[src/rtl/link_rx.sv]
// Board-to-board link receiver: samples a strobed pin bus and reassembles
// DATA_W-bit words from indexed, parity-protected SLICE_W-bit slices.
module link_rx #(
    parameter int unsigned DATA_W       = 12,
    parameter int unsigned SLICE_W      = 6,
    parameter int unsigned SAMPLE_DELAY = 1000,
    parameter int unsigned TIMEOUT      = 1_000_000,
    parameter int unsigned ERR_W        = 8,
    localparam int unsigned NSLICE = DATA_W / SLICE_W,
    localparam int unsigned IDX_W  = (NSLICE > 1) ? $clog2(NSLICE) : 1,
    localparam int unsigned PIN_W  = 2 + IDX_W + SLICE_W
) (
    input  logic              rx_clk,
    input  logic              rst_n,
    input  logic [PIN_W-1:0]  rx_pins,
    output logic [DATA_W-1:0] data_out,
    output logic              data_valid,
    output logic              parity_err,
    output logic              seq_err,
    output logic [ERR_W-1:0]  err_count,
    output logic              link_up
);

    localparam int unsigned CNT_W = (SAMPLE_DELAY > 1) ? $clog2(SAMPLE_DELAY) : 1;
    localparam int unsigned WD_W  = $clog2(TIMEOUT + 1);

    typedef enum logic [1:0] {IDLE, DELAY, SAMPLE, CHECK} state_t;

    state_t              state, state_nxt;
    logic [PIN_W-1:0]    sync1, sync2;
    logic                strobe_prev;
    logic                rise_c;
    logic [CNT_W-1:0]    cnt, cnt_nxt;
    logic [WD_W-1:0]     wd, wd_nxt;
    logic [SLICE_W-1:0]  cap_slice, cap_slice_nxt;
    logic [IDX_W-1:0]    cap_idx, cap_idx_nxt;
    logic                cap_par, cap_par_nxt;
    logic [IDX_W-1:0]    expected, expected_nxt;
    logic [DATA_W-1:0]   asm_word, asm_nxt, asm_ins;
    logic [DATA_W-1:0]   dout_nxt;
    logic                dv_nxt, pe_nxt, se_nxt, link_nxt, err_evt;
    logic [ERR_W-1:0]    err_nxt;

    assign rise_c = sync2[0] & ~strobe_prev;

    // Partial word with the captured slice dropped into its lane
    always_comb begin
        asm_ins = asm_word;
        for (int i = 0; i < int'(NSLICE); i++) begin
            if (cap_idx == IDX_W'(i))
                asm_ins[DATA_W-1-i*SLICE_W -: SLICE_W] = cap_slice;
        end
    end

    always_ff @(posedge rx_clk or negedge rst_n) begin
        if (!rst_n) state <= IDLE;
        else        state <= state_nxt;
    end

    always_comb begin
        state_nxt     = state;
        cnt_nxt       = cnt;
        wd_nxt        = wd;
        cap_slice_nxt = cap_slice;
        cap_idx_nxt   = cap_idx;
        cap_par_nxt   = cap_par;
        expected_nxt  = expected;
        asm_nxt       = asm_word;
        dout_nxt      = data_out;
        dv_nxt        = 1'b0;
        pe_nxt        = 1'b0;
        se_nxt        = 1'b0;
        link_nxt      = link_up;
        err_evt       = 1'b0;
        err_nxt       = err_count;

        if (rise_c)                      wd_nxt = '0;
        else if (wd != WD_W'(TIMEOUT))   wd_nxt = WD_W'(wd + 1'b1);

        case (state)
            IDLE: begin
                if (rise_c) begin
                    cnt_nxt   = '0;
                    state_nxt = DELAY;
                end
            end
            DELAY: begin
                cnt_nxt = CNT_W'(cnt + 1'b1);
                if (cnt == CNT_W'(SAMPLE_DELAY - 1)) state_nxt = SAMPLE;
            end
            SAMPLE: begin
                cap_slice_nxt = sync2[SLICE_W:1];
                cap_idx_nxt   = sync2[SLICE_W+IDX_W:SLICE_W+1];
                cap_par_nxt   = sync2[PIN_W-1];
                state_nxt     = CHECK;
            end
            CHECK: begin
                state_nxt = IDLE;
                if (^{cap_par, cap_idx, cap_slice}) begin
                    pe_nxt       = 1'b1;
                    err_evt      = 1'b1;
                    expected_nxt = '0;
                end else if (cap_idx != expected) begin
                    se_nxt  = 1'b1;
                    err_evt = 1'b1;
                    if (cap_idx == '0) begin
                        asm_nxt = asm_ins;
                        if (NSLICE == 1) begin
                            dout_nxt     = asm_ins;
                            dv_nxt       = 1'b1;
                            expected_nxt = '0;
                            link_nxt     = 1'b1;
                        end else begin
                            expected_nxt = IDX_W'(1);
                        end
                    end else begin
                        expected_nxt = '0;
                    end
                end else begin
                    asm_nxt = asm_ins;
                    if (cap_idx == IDX_W'(NSLICE - 1)) begin
                        dout_nxt     = asm_ins;
                        dv_nxt       = 1'b1;
                        expected_nxt = '0;
                        link_nxt     = 1'b1;
                    end else begin
                        expected_nxt = IDX_W'(expected + 1'b1);
                    end
                end
            end
            default: state_nxt = IDLE;
        endcase

        if (err_evt && (err_count != {ERR_W{1'b1}}))
            err_nxt = ERR_W'(err_count + 1'b1);

        // Watchdog expiry drops the link and forces a fresh frame start
        if (!rise_c && (wd == WD_W'(TIMEOUT - 1))) begin
            link_nxt     = 1'b0;
            expected_nxt = '0;
        end
    end

    always_ff @(posedge rx_clk or negedge rst_n) begin
        if (!rst_n) begin
            sync1       <= '0;
            sync2       <= '0;
            strobe_prev <= 1'b0;
            cnt         <= '0;
            wd          <= '0;
            cap_slice   <= '0;
            cap_idx     <= '0;
            cap_par     <= 1'b0;
            expected    <= '0;
            asm_word    <= '0;
            data_out    <= '0;
            data_valid  <= 1'b0;
            parity_err  <= 1'b0;
            seq_err     <= 1'b0;
            err_count   <= '0;
            link_up     <= 1'b0;
        end else begin
            sync1       <= rx_pins;
            sync2       <= sync1;
            strobe_prev <= sync2[0];
            cnt         <= cnt_nxt;
            wd          <= wd_nxt;
            cap_slice   <= cap_slice_nxt;
            cap_idx     <= cap_idx_nxt;
            cap_par     <= cap_par_nxt;
            expected    <= expected_nxt;
            asm_word    <= asm_nxt;
            data_out    <= dout_nxt;
            data_valid  <= dv_nxt;
            parity_err  <= pe_nxt;
            seq_err     <= se_nxt;
            err_count   <= err_nxt;
            link_up     <= link_nxt;
        end
    end

endmodule
[config.mk]
export PLATFORM = sky130hd
export DESIGN_NAME = link_rx
export DESIGN_NICKNAME = d
export VERILOG_FILES = /design/src/rtl/link_rx.sv
export SDC_FILE = /design/constraint.sdc
export NUM_CORES = 1
export LEC_CHECK = 0
export BUFFER_PORTS_ARGS = -buffer_cell sky130_fd_sc_hd__buf_2
export CORE_MARGIN = 3
export CORE_UTILIZATION = 55
export CTS_CLUSTER_DIAMETER = 60
export DETAILED_ROUTE_END_ITERATION = 12
export GPL_TIMING_DRIVEN = 0
export MAX_ROUTING_LAYER = met4
export PLACE_DENSITY = 0.75
export SETUP_SLACK_MARGIN = 0.05
export SLEW_MARGIN = 25
export SYNTH_ARGS = -nofsm -noshare
export SYNTH_HDL_FRONTEND = slang
export SYNTH_SLANG_ARGS = --single-unit
[constraint.sdc]
create_clock -name rx_clk -period 2.19 [get_ports rx_clk]
set_clock_uncertainty 0.15 [all_clocks]
set_input_delay 0.1095 -clock rx_clk [delete_from_list [all_inputs] [get_ports rx_clk]]
set_output_delay 0.1095 -clock rx_clk [all_outputs]
set_load 0.01 [all_outputs]
---- Word-level counts from Yosys, hierarchy flattened ----
Cells that the tools add are included.
word-level totals
  bits in registers ....................... 96
  output and inout bits ................... 24
cells by class
  add/subtract/negate cells ............... 4
  equality and inequality tests ........... 13
  mux-type cells .......................... 33
  bitwise gates (word level) .............. 4
  reductions and logical operators ........ 14
operator list
  cell                                                   count
  two-way mux 20 bit                                     2
  two-way mux 12 bit                                     2
  two-way mux 1 bit                                      22
  adder 20 x 1 -> 20 bit, second input constant          1
  equality test 20 bit, second input constant            1
  inequality test 20 bit, second input constant          1
  one-hot mux 10 bit (2 select lines)                    1
  two-way mux 6 bit                                      2
  adder 10 x 1 -> 10 bit, second input constant          1
  equality test 10 bit, second input constant            1
  two-way mux 10 bit                                     1
  adder 8 x 1 -> 8 bit, second input constant            1
  inequality test 8 bit, second input constant           1
  one-hot mux 2 bit (4 select lines)                     1
  AND reduction 4 bit                                    2
  nonzero test 2 bit                                     4
  XOR reduction 8 bit                                    1
  inequality test 2 bit, second input constant           3
  equality test 2 bit, second input constant             2
  two-way mux 2 bit                                      2
  inequality test 2 x 1 -> 1 bit, second input constant  2
  AND reduction 2 bit                                    2
  inverter 1 bit                                         3
  AND reduction 3 bit                                    1
  other kinds (7)                                        8

---- Logic depth before layout (Yosys ltp) ----
Gate-level depths: netlist (run 1).
  depth after elaboration ................. 6
  depth in mapped cells ................... 7
  depth with buffers taken out ............ 7

---- Worst setup path after synthesis (run 1) ----
No wires, ideal clock.
  path kind ............................... register -> register
  start point ............................. register cap_idx
  end point ............................... register err_count[1]
  data arrival time ....................... 1.727 ns
  required time ........................... 1.915 ns
  slack ................................... 0.189 ns
  stages on the path, launching flop included .. 8
  cell sequence ........................... dfrtp_1 buf_2 xnor2_1 xnor2_1 xnor2_2 buf_2 a21oi_1 mux2_2
on the way
  word-level cells in the longest chain between the ends .. 5
RTL lines
  element                   line  RTL
  start: declaration        36    logic [IDX_W-1:0] cap_idx, cap_idx_nxt;
  start signal: assignment  169   cap_idx <= cap_idx_nxt;
  inequality test 1 bit     103   end else if (cap_idx != expected) begin
  two-way mux 1 bit         103
  two-way mux 1 bit (*)     99    if (^{cap_par, cap_idx, cap_slice}) begin
  two-way mux 1 bit (*)     80    case (state)
  logical AND 1 bit (*)     134   if (err_evt && (err_count != {ERR_W{1'b1}}))
  end signal: assignment    177   err_count <= err_nxt;
  end: declaration          20    output logic [ERR_W-1:0] err_count,
Mark *: on every way between the ends. The rest lies on a longest branch, timed or not.
A chain may end at the register's enable or synchronous reset.

---- Worst setup path in the final report (run 1) ----
  start point ............................. register cap_idx
  end point ............................... register data_out[10]
on the way
  word-level cells in the longest chain between the ends .. 3
RTL lines
  element                                                       line     RTL
  XOR reduction 8 bit or inequality test 1 bit (tied branches)  99, 103
  inverter 1 bit (no line)                                      --
  AND reduction 4 bit (no line)                                 --
  end signal: assignment                                        173      data_out <= dout_nxt;
  end: declaration                                              16       output logic [DATA_W-1:0] data_out,
Parallel ways exist; a longest one is shown, timed or not.

==> out/summary.txt, run 1 <==
EDFF count, synth - 0
Switching Share - 38.0%
Worst EP arrival - 2.23 ns
reg2reg end - data_out[10]$_DFFE_PN0P_
WS Path Type - register to register
CP cell instances - buf_2 -> xnor2_1 -> xnor2_1 -> xnor2_2 -> nand4_2 -> buf_4 -> mux2_2
Post-Layout Cell Count - 486
Num Clock Sinks - 90
vias in the first global route - 2,631
routability cong. - 0.831
1st-iter DRT viols - 80
Final ANT Viol Nets - 0
top cell type's share of synthesized area - 57.6%
Worst Tran Pin Value - 0.536 ns
area grow syn2layout - 16.6%
Psw - 2180 uW
Post-Route WL - 7030 um
hpwl dp - 4670 um
first-pass GRT wire length - 12,000 um
Worst Path Max Fanout - 10
via count - 2,610
mean routed wirelength per cell - 14.5 um
root buffer cell - clkbuf_8
diode count - 0
Worst setup EP type - register
CTS HTree Levels - 3
Slew Viols, Final - 0
CTS buffer count - 9
Placeable Area - 6830 um^2
warnings from Yosys - 0
post-DR vias/cell - 5.37
status - complete, no violations
main area contributors after synthesis - dfrtp_1, mux2_2, xor2_1
synthesis-stage register bit count - 90
crit-path max cell delay - 0.41 ns
Gate power share - 40.2%
pwr dens - 1260 nW/um^2
most common flop cell mapped by yosys - dfrtp_1
CTS tree - yes
post-synthesis instance total - 328
die width - 90.3 um
Max-slew headroom - 64.0%
Clk pwr share - 17.9%
R2R Path Start - cap_idx$_DFFE_PN0P_
CP delay by family, top - XOR/XNOR gates
DR DRC count - 0
most frequently used cell type in the post-synthesis netlist - dfrtp_1
DIE HEIGHT - 90.3 um
CP Data Required Time - 2.28 ns
placed cells - 459
f_max - 468 MHz
final period utilization - 97.5%
Internal Power - 3550 uW
clock latency on the worst-skew pair - 0.35 ns
final core utilization - 66.8%
Buf/Inv on CP - 2
RSZ-0062 raised after global routing - yes
DR pass1 iterations - 5
max-cap violations - 0
leading area contributor after synthesis - dfrtp_1
slowest CP cell - dfrtp_1
initial antenna violation count - 0
mapped cell area - 3910 um^2
Final Setup Violations - 0
VDD IR max - 0.000737 V
CP most frequent cell - xnor2_1
number of I/O pins - 35
# rows - 30
grt ovf - 0
clock buffer depth - 2
Seq/Total Area, Yosys - 57.6%
r2r setup slk - 0.05 ns
Post-synth top cells - dfrtp_1, mux2_2, nor2_1, nand3_1
post-synth cell types - 39
Nets - 409
final hold viol count - 0
CTS clock-pin slew for the worst setup and hold paths - 0.09 ns
synthesized area per cell - 11.9 um^2
DIE AREA - 8160 um^2
P_leak - 0.00212 uW
Hold Crit Class - input pin to async pin
Initial Util - 57.3%
crit path time final - 2.14 ns
GRT Util Overall - 18.5%
critical path launch point type - register
Mapped Nets - 351
path depth of the worst reg2reg path - 7
Flop pwr share - 42.0%
pin count of the biggest net entering global routing - 63
share of cells above drive strength 1 - 23.8%
Synth async-reset ratio - 100%
input/output buffers - 34
-- timing repair --
item / CTS / global route
buffers inserted: 0 / 2
pin swaps: 0 / 2
setup endpoints to repair: 24 / 26
hold buffers: 10 / 0
endpoints found under the hold margin: 99 / 0
resized for setup: 3 / 4
-- logic make-up after synthesis --
family / after synthesis / share of synthesized area (%)
flops: 90 / 57.6
compound gates: 33 / 5.82
mux: 32 / 9.11
fa+ha+maj: 12 / 3.84
buf+inv: 20 / 2.01
xor+xnor: 31 / 7.13
simple gates: 110 / 14.5
-- power groups by stage --
stage / sequential (uW) / clock (uW) / combinational [uW]
2_1_floorplan: 2440 / 0 / 1590
3_3_place_gp: 2420 / 0 / 2130
3_5_place_dp: 2450 / 0 / 2200
4_1_cts: 2410 / 1050 / 2240
5_1_grt: 2470 / 1140 / 2550
6_report: 2410 / 1020 / 2300
-- how the worst max path moves through the flow --
stage / start / to / slack, ns / cells past startpoint
final: cap_idx$_DFFE_PN0P_ / data_out[10]$_DFFE_PN0P_ / 0.05 / 7
after global routing: cap_idx$_DFFE_PN0P_ / data_out[10]$_DFFE_PN0P_ / -0.03 / 7
after detailed placement: cap_idx$_DFFE_PN0P_ / data_out[10]$_DFFE_PN0P_ / -0.07 / 7
after floorplan: cap_idx$_DFFE_PN0P_ / err_count[1]$_DFFE_PN0P_ / 0.19 / 7
after global placement: cap_idx$_DFFE_PN0P_ / data_out[3]$_DFFE_PN0P_ / -0.04 / 7
after CTS: cap_idx$_DFFE_PN0P_ / data_out[10]$_DFFE_PN0P_ / 0.02 / 7
-- layout make-up --
class / instances / area [um^2]
inverters: 10 / 37.5
clock buffers: 9 / 124
well taps: 96 / 120
clock inverters: 6 / 50.0
multi-input cells: 218 / 1610
plain buffers: 10 / 43.8
fillers: 534 / 2270
repair buffers: 47 / 319
flip-flops and latches: 90 / 2250
-- state kept, by name, summed over array words and instances (netlist names) --
register	flops
cap_idx	1
data_out	12
expected	1
asm_word	6
sync1	9
parity_err	1
link_up	1
strobe_prev	1
err_count	8
cnt	10
cap_slice	6
cap_par	1
state	2
sync2	9
data_valid	1
seq_err	1
wd	20
-- layout by cell type (no fill, tap or decap), types with 11 or more instances in the layout --
master and count:
nand4_1 11, xor2_1 19, nor2_1 28, dfrtp_1 90
ha_1 11, nand3_1 20, mux2_2 29, buf_2 35
nand2_1 19, xnor2_1 11
-- per-layer routing --
metal / part of all wire, % / wire [um] / global-route usage [%] / vias up
li1: - / - / - / 1257
met1: 46 / 3210 / 22.7 / 1297
met2: 50 / 3510 / 30.7 / 47
met3: 3.1 / 219 / 3.67 / 9
met4: 1.2 / 85 / 6.76 / 0
met5: 0 / 0 / - / -
-- metrics by stage --
step / area, um^2 / setup TNS (ns) / hold slack (ns) / worst slack [ns] / total power (uW)
finish: 4560 / 0 / 0.0551 / 0.0539 / 5730
CTS: 4520 / 0 / 0.0349 / 0.0246 / 5700
floorplan: 3910 / 0 / -0.336 / 0.189 / 4020
global placement: 4200 / -0.343 / 0.0675 / -0.0402 / 4550
global route: 4560 / -0.320 / 0.0865 / -0.0309 / 6160
detailed placement: 4240 / -0.505 / -0.149 / -0.0705 / 4650
(Power assumes the default switching activity.)
==> run 2: changes to the inputs <==
- HOLD_SLACK_MARGIN: default -> 0.12
==> out/summary.txt, run 2 (synthesis results as in run 1) <==
status - complete, no violations
Slew Viols, Final - 0 (unchanged)
Post-DP Area - 4240 um^2 (unchanged)
pwr dens - 1250 nW/um^2 (-0.52%)
Multi-input gate area - 1610 um^2 (unchanged)
GRT Util Overall - 18.7% (+0.11 points)
CTS HTree Levels - 3 (unchanged)
final period utilization - 97.5% (about the same)
Internal Power - 3560 uW (+0.14%)
Psw - 2180 uW (+0.12%)
fillers - 531 (-0.56%)
Num Clock Sinks - 90 (unchanged)
Worst Path Max Fanout - 10 (unchanged)
CTS tree - yes
diode count - 0 (unchanged)
Worst setup EP type - register
Switching Share - 38.0% (about the same)
Flop pwr share - 41.9% (about the same)
Max-slew headroom - 64.5% (+0.51 points)
Reg area - 2250 um^2 (unchanged)
Worst Tran Pin Value - 0.529 ns (-0.00754 ns)
Initial Util - 57.3% (unchanged)
hpwl dp - 4670 um (unchanged)
CTS buffer count - 9 (unchanged)
Placeable Area - 6830 um^2 (unchanged)
f_max - 468 MHz (about the same)
Setup crit start - cap_idx$_DFFE_PN0P_
root buffer cell - clkbuf_8
initial antenna violation count - 0 (unchanged)
input/output buffers - 34 (unchanged)
# rows - 30 (unchanged)
DR DRC count - 0 (unchanged)
RSZ-0062 raised after global routing - yes
clock latency on the worst-skew pair - 0.35 ns (about the same)
number of I/O pins - 35 (unchanged)
share of cells above drive strength 1 - 24.0% (+0.13 points)
grt ovf - 0 (unchanged)
worst hold start - sync1[8]$_DFF_PN0_
1st-iter DRT viols - 107 (+34%)
Place WS - -0.0705 ns (unchanged)
Largest Register - wd
routability cong. - 0.831 (unchanged)
max-cap violations - 0 (unchanged)
max reg flops - 20 (unchanged)
Clk pwr share - 17.9% (about the same)
vias in the first global route - 2,645 (+0.53%)
DIE HEIGHT - 90.3 um (unchanged)
post-DR vias/cell - 5.37 (about the same)
first-pass GRT wire length - 12,100 um (+0.62%)
final worst slack - 0.0541 ns (+0.000247 ns)
mean routed wirelength per cell - 14.4 um (about the same)
most common cell after layout, fill and taps aside - dfrtp_1
DR pass1 iterations - 5 (unchanged)
Post-Route WL - 7050 um (+0.31%)
critical path launch point type - register
R2R Path Start - cap_idx$_DFFE_PN0P_
WS Path Type - register to register
post-route cell area - 4590 um^2 (+0.66%)
Worst EP arrival - 2.23 ns (about the same)
Final ANT Viol Nets - 0 (unchanged)
CP Data Required Time - 2.28 ns (about the same)
Nets - 411 (+0.49%)
Final Setup Violations - 0 (unchanged)
clock buffer depth - 2 (unchanged)
die width - 90.3 um (unchanged)
pin count of the biggest net entering global routing - 63 (unchanged)
crit path time final - 2.14 ns (-0.000247 ns)
via count - 2,619 (+0.34%)
CTS clock-pin slew for the worst setup and hold paths - 0.09 ns (about the same)
area grow syn2layout - 17.3%
DIE AREA - 8160 um^2 (unchanged)
Hold Crit Class - register to register
P_leak - 0.00214 uW (+0.64%)
Regs by FF count - wd x20, data_out x12, cnt x10
VDD IR max - 0.000737 V (about the same)
final hold viol count - 0 (unchanged)
Gate power share - 40.2% (about the same)
most frequent cells in the layout - dfrtp_1, buf_2, mux2_2
run 2: through the flow:
stage	power (uW)	setup TNS, ns	instances	util [%]	hold WS, ns
after floorplan	4020	0	328	-	-0.336
after global placement	4550	-0.343	458	61.5	0.0675
after detailed placement	4650	-0.505	459	62.0	-0.149
after CTS	5710	0	486	66.6	0.214
after global routing	6170	-0.320	488	67.2	0.225
final	5740	0	488	67.2	0.211
run 2: power by group through the flow:
stage / sequential [uW] / combinational (uW) / clock (uW)
after floorplan: 2440 / 1590 / 0
after global placement: 2420 / 2130 / 0
after detailed placement: 2450 / 2200 / 0
after CTS: 2410 / 2250 / 1050
after global routing: 2470 / 2560 / 1140
final: 2400 / 2310 / 1030
run 2: layout make-up:
type,count,area share [%]
Timing Repair Buffer,49,7.60
Sequential cell,90,49.1
Tap cell,96,2.62
Inverter,10,0.818
Clock buffer,9,2.70
Buffer,10,0.954
Clock inverter,6,1.09
Multi-Input combinational cell,218,35.2
run 2: critical path, stage by stage (launching register included):
cell     delay, ns
dfrtp_1       0.41
buf_2         0.17
xnor2_1       0.14
xnor2_1       0.22
xnor2_2       0.18
nand4_2       0.23
buf_4         0.25
mux2_2        0.28
run 2: path summary, 6_finish.rpt:
check	to	slack, ns	depth (start not counted)
setup reg to reg	data_out[10]$_DFFE_PN0P_	0.05	7
max in group asynchronous	wd[14]$_DFFE_PN0P_	0.90	4
hold reg to reg	sync2[8]$_DFF_PN0_	0.21	0
hold / removal	sync2[8]$_DFF_PN0_	0.21	0
setup / recovery	data_out[10]$_DFFE_PN0P_	0.05	7
min in group asynchronous	err_count[4]$_DFFE_PN0P_	0.68	4
run 2: metal layers:
| metal | track usage [%] | share of wire (%) | vias to the layer above |
|---|---|---|---|
| li1 | - | - | 1262 |
| met1 | 22.9 | 46 | 1302 |
| met2 | 30.9 | 50 | 46 |
| met3 | 3.67 | 3.3 | 9 |
| met4 | 6.76 | 1.2 | 0 |
| met5 | - | 0 | - |
run 2: timing repair:
| item | in CTS | in global routing |
|---|---|---|
| hold endpoints to repair | 99 | 0 |
| setup buffers | 0 | 2 |
| resized for setup | 3 | 4 |
| hold buffers | 12 | 0 |
| pin swaps | 0 | 2 |
| endpoints found under the setup margin | 24 | 26 |
==> run 3: changes to the inputs <==
- SETUP_SLACK_MARGIN: 0.05 -> 0.5
==> out/summary.txt, run 3 (synthesis results as in run 1) <==
status - complete, no violations
WS Path Type - register to register
mean routed wirelength per cell - 16.4 um (+13%)
die width - 90.3 um (unchanged)
Nets - 457 (+11%)
clock buffer depth - 2 (unchanged)
pin count of the biggest net entering global routing - 56 (-11%)
initial antenna violation count - 0 (unchanged)
Hold Crit Class - register to register
Final Setup Violations - 0 (unchanged)
Worst setup EP type - register
CTS clock-pin slew for the worst setup and hold paths - 0.09 ns (about the same)
pwr dens - 1590 nW/um^2 (+27%)
Buf/Inv on CP - 2 (unchanged)
max-cap violations - 0 (unchanged)
final period utilization - 95.9% (-1.7 points)
CP Data Required Time - 2.30 ns (+0.02 ns)
DR DRC count - 0 (unchanged)
Worst EP arrival - 2.21 ns (-0.02 ns)
R2R Path Start - cap_idx$_DFFE_PN0P_
Post-Route WL - 8760 um (+24%)
area grow syn2layout - 35.8%
Regs by FF count - wd x20, data_out x12, cnt x10
Worst Tran Pin Value - 0.479 ns (-0.0497 ns)
share of cells above drive strength 1 - 41.7% (+18 points)
Place WS - 0.0834 ns (+0.154 ns)
DIE HEIGHT - 90.3 um (unchanged)
routability cong. - 0.824 (-0.82%)
crit path time final - 2.10 ns (-0.0367 ns)
post-DR vias/cell - 5.42 (+0.93%)
first-pass GRT wire length - 13,500 um (+12%)
fillers - 431 (-19%)
most frequent cells in the layout - dfrtp_1, buf_4, buf_2
hpwl dp - 4660 um (-0.33%)
critical path launch point type - register
root buffer cell - clkbuf_8
input/output buffers - 34 (unchanged)
Setup crit start - cap_idx$_DFFE_PN0P_
Reg area - 2260 um^2 (+0.17%)
most common cell after layout, fill and taps aside - dfrtp_1
DR pass1 iterations - 4 (-1)
RSZ-0062 raised after global routing - yes
Max-slew headroom - 68.1% (+3.6 points)
CP delay by family, top - XOR/XNOR gates
final worst slack - 0.0908 ns (+0.0367 ns)
f_max - 476 MHz (+1.7%)
# rows - 30 (unchanged)
1st-iter DRT viols - 87 (-19%)
Multi-input gate area - 1910 um^2 (+18%)
grt ovf - 0 (unchanged)
diode count - 0 (unchanged)
final setup TNS - 0 ns (unchanged)
CTS tree - yes
Slew Viols, Final - 0 (unchanged)
DIE AREA - 8160 um^2 (unchanged)
VDD IR max - 0.00112 V (+51%)
max reg flops - 20 (unchanged)
r2r setup slk - 0.09 ns (+0.04 ns)
via count - 2,898 (+11%)
Min Hold Slack - 0.207 ns (-0.00454 ns)
GRT Util Overall - 21.3% (+2.6 points)
CP cell instances - buf_6 -> xnor2_4 -> xnor2_2 -> xnor2_2 -> buf_4 -> a2111oi_4 -> mux2_4
final hold viol count - 0 (unchanged)
vias in the first global route - 2,863 (+8.2%)
P_leak - 0.00250 uW (+17%)
Worst Path Max Fanout - 4 (-6)
Initial Util - 57.3% (unchanged)
Placeable Area - 6830 um^2 (unchanged)
worst hold start - sync1[0]$_DFF_PN0_
clock latency on the worst-skew pair - 0.36 ns (about the same)
slowest CP cell - dfrtp_1
final core utilization - 77.8% (+11 points)
Num Clock Sinks - 90 (unchanged)
number of I/O pins - 35 (unchanged)
CTS HTree Levels - 3 (unchanged)
CP most frequent cell - xnor2_2
crit-path max cell delay - 0.42 ns (about the same)
CTS buffer count - 9 (unchanged)
Final ANT Viol Nets - 0 (unchanged)
Largest Register - wd
run 3: power by group:
| part | leakage [uW] | internal [uW] | switching, uW |
|---|---|---|---|
| clock network | 0.0000908 | 417 | 612 |
| registers | 0.00114 | 2070 | 360 |
| logic | 0.00126 | 2700 | 2270 |
run 3: metal layers:
metal	track usage [%]	vias up	share of wire, %
met5	-	-	0
met3	4.67	19	3.4
li1	-	1355	-
met1	26.4	1466	42
met2	34.5	58	52
met4	7.91	0	2.1
run 3: worst paths after layout:
check | end | cells after the start
worst min register to register | sync2[0]$_DFF_PN0_ | 0
min in group asynchronous | err_count[3]$_DFFE_PN0P_ | 3
worst max-delay path | err_count[7]$_DFFE_PN0P_ | 7
worst max register to register | err_count[7]$_DFFE_PN0P_ | 7
max in group asynchronous | wd[2]$_DFFE_PN0P_ | 4
worst min-delay path | sync2[0]$_DFF_PN0_ | 0
run 3: through the flow:
stage	total power [uW]	instance area, um^2	instances
after floorplan	4310	4010	328
after global placement	4850	4300	458
after detailed placement	4950	4340	459
after CTS	6810	5000	519
after global routing	8900	5310	535
final	8430	5310	535
run 3: what timing repair did:
item                       4_1_cts  5_1_grt
cloned                           1        1
hold endpoints to repair        99        0
hold buffers                    11        0
buffers inserted                32       15
resized for setup               35       42
setup endpoints to repair       63       56
pin swaps                       19       27
run 3: area by class of cell:
class                           instances  share of cell area [%]
Multi-Input combinational cell        218                    36.0
Sequential cell                        90                    42.5
Clock inverter                          6                   0.777
Buffer                                 10                    1.51
Inverter                               10                   0.754
Timing Repair Buffer                   95                    13.9
Clock buffer                           10                    2.40
Tap cell                               96                    2.26
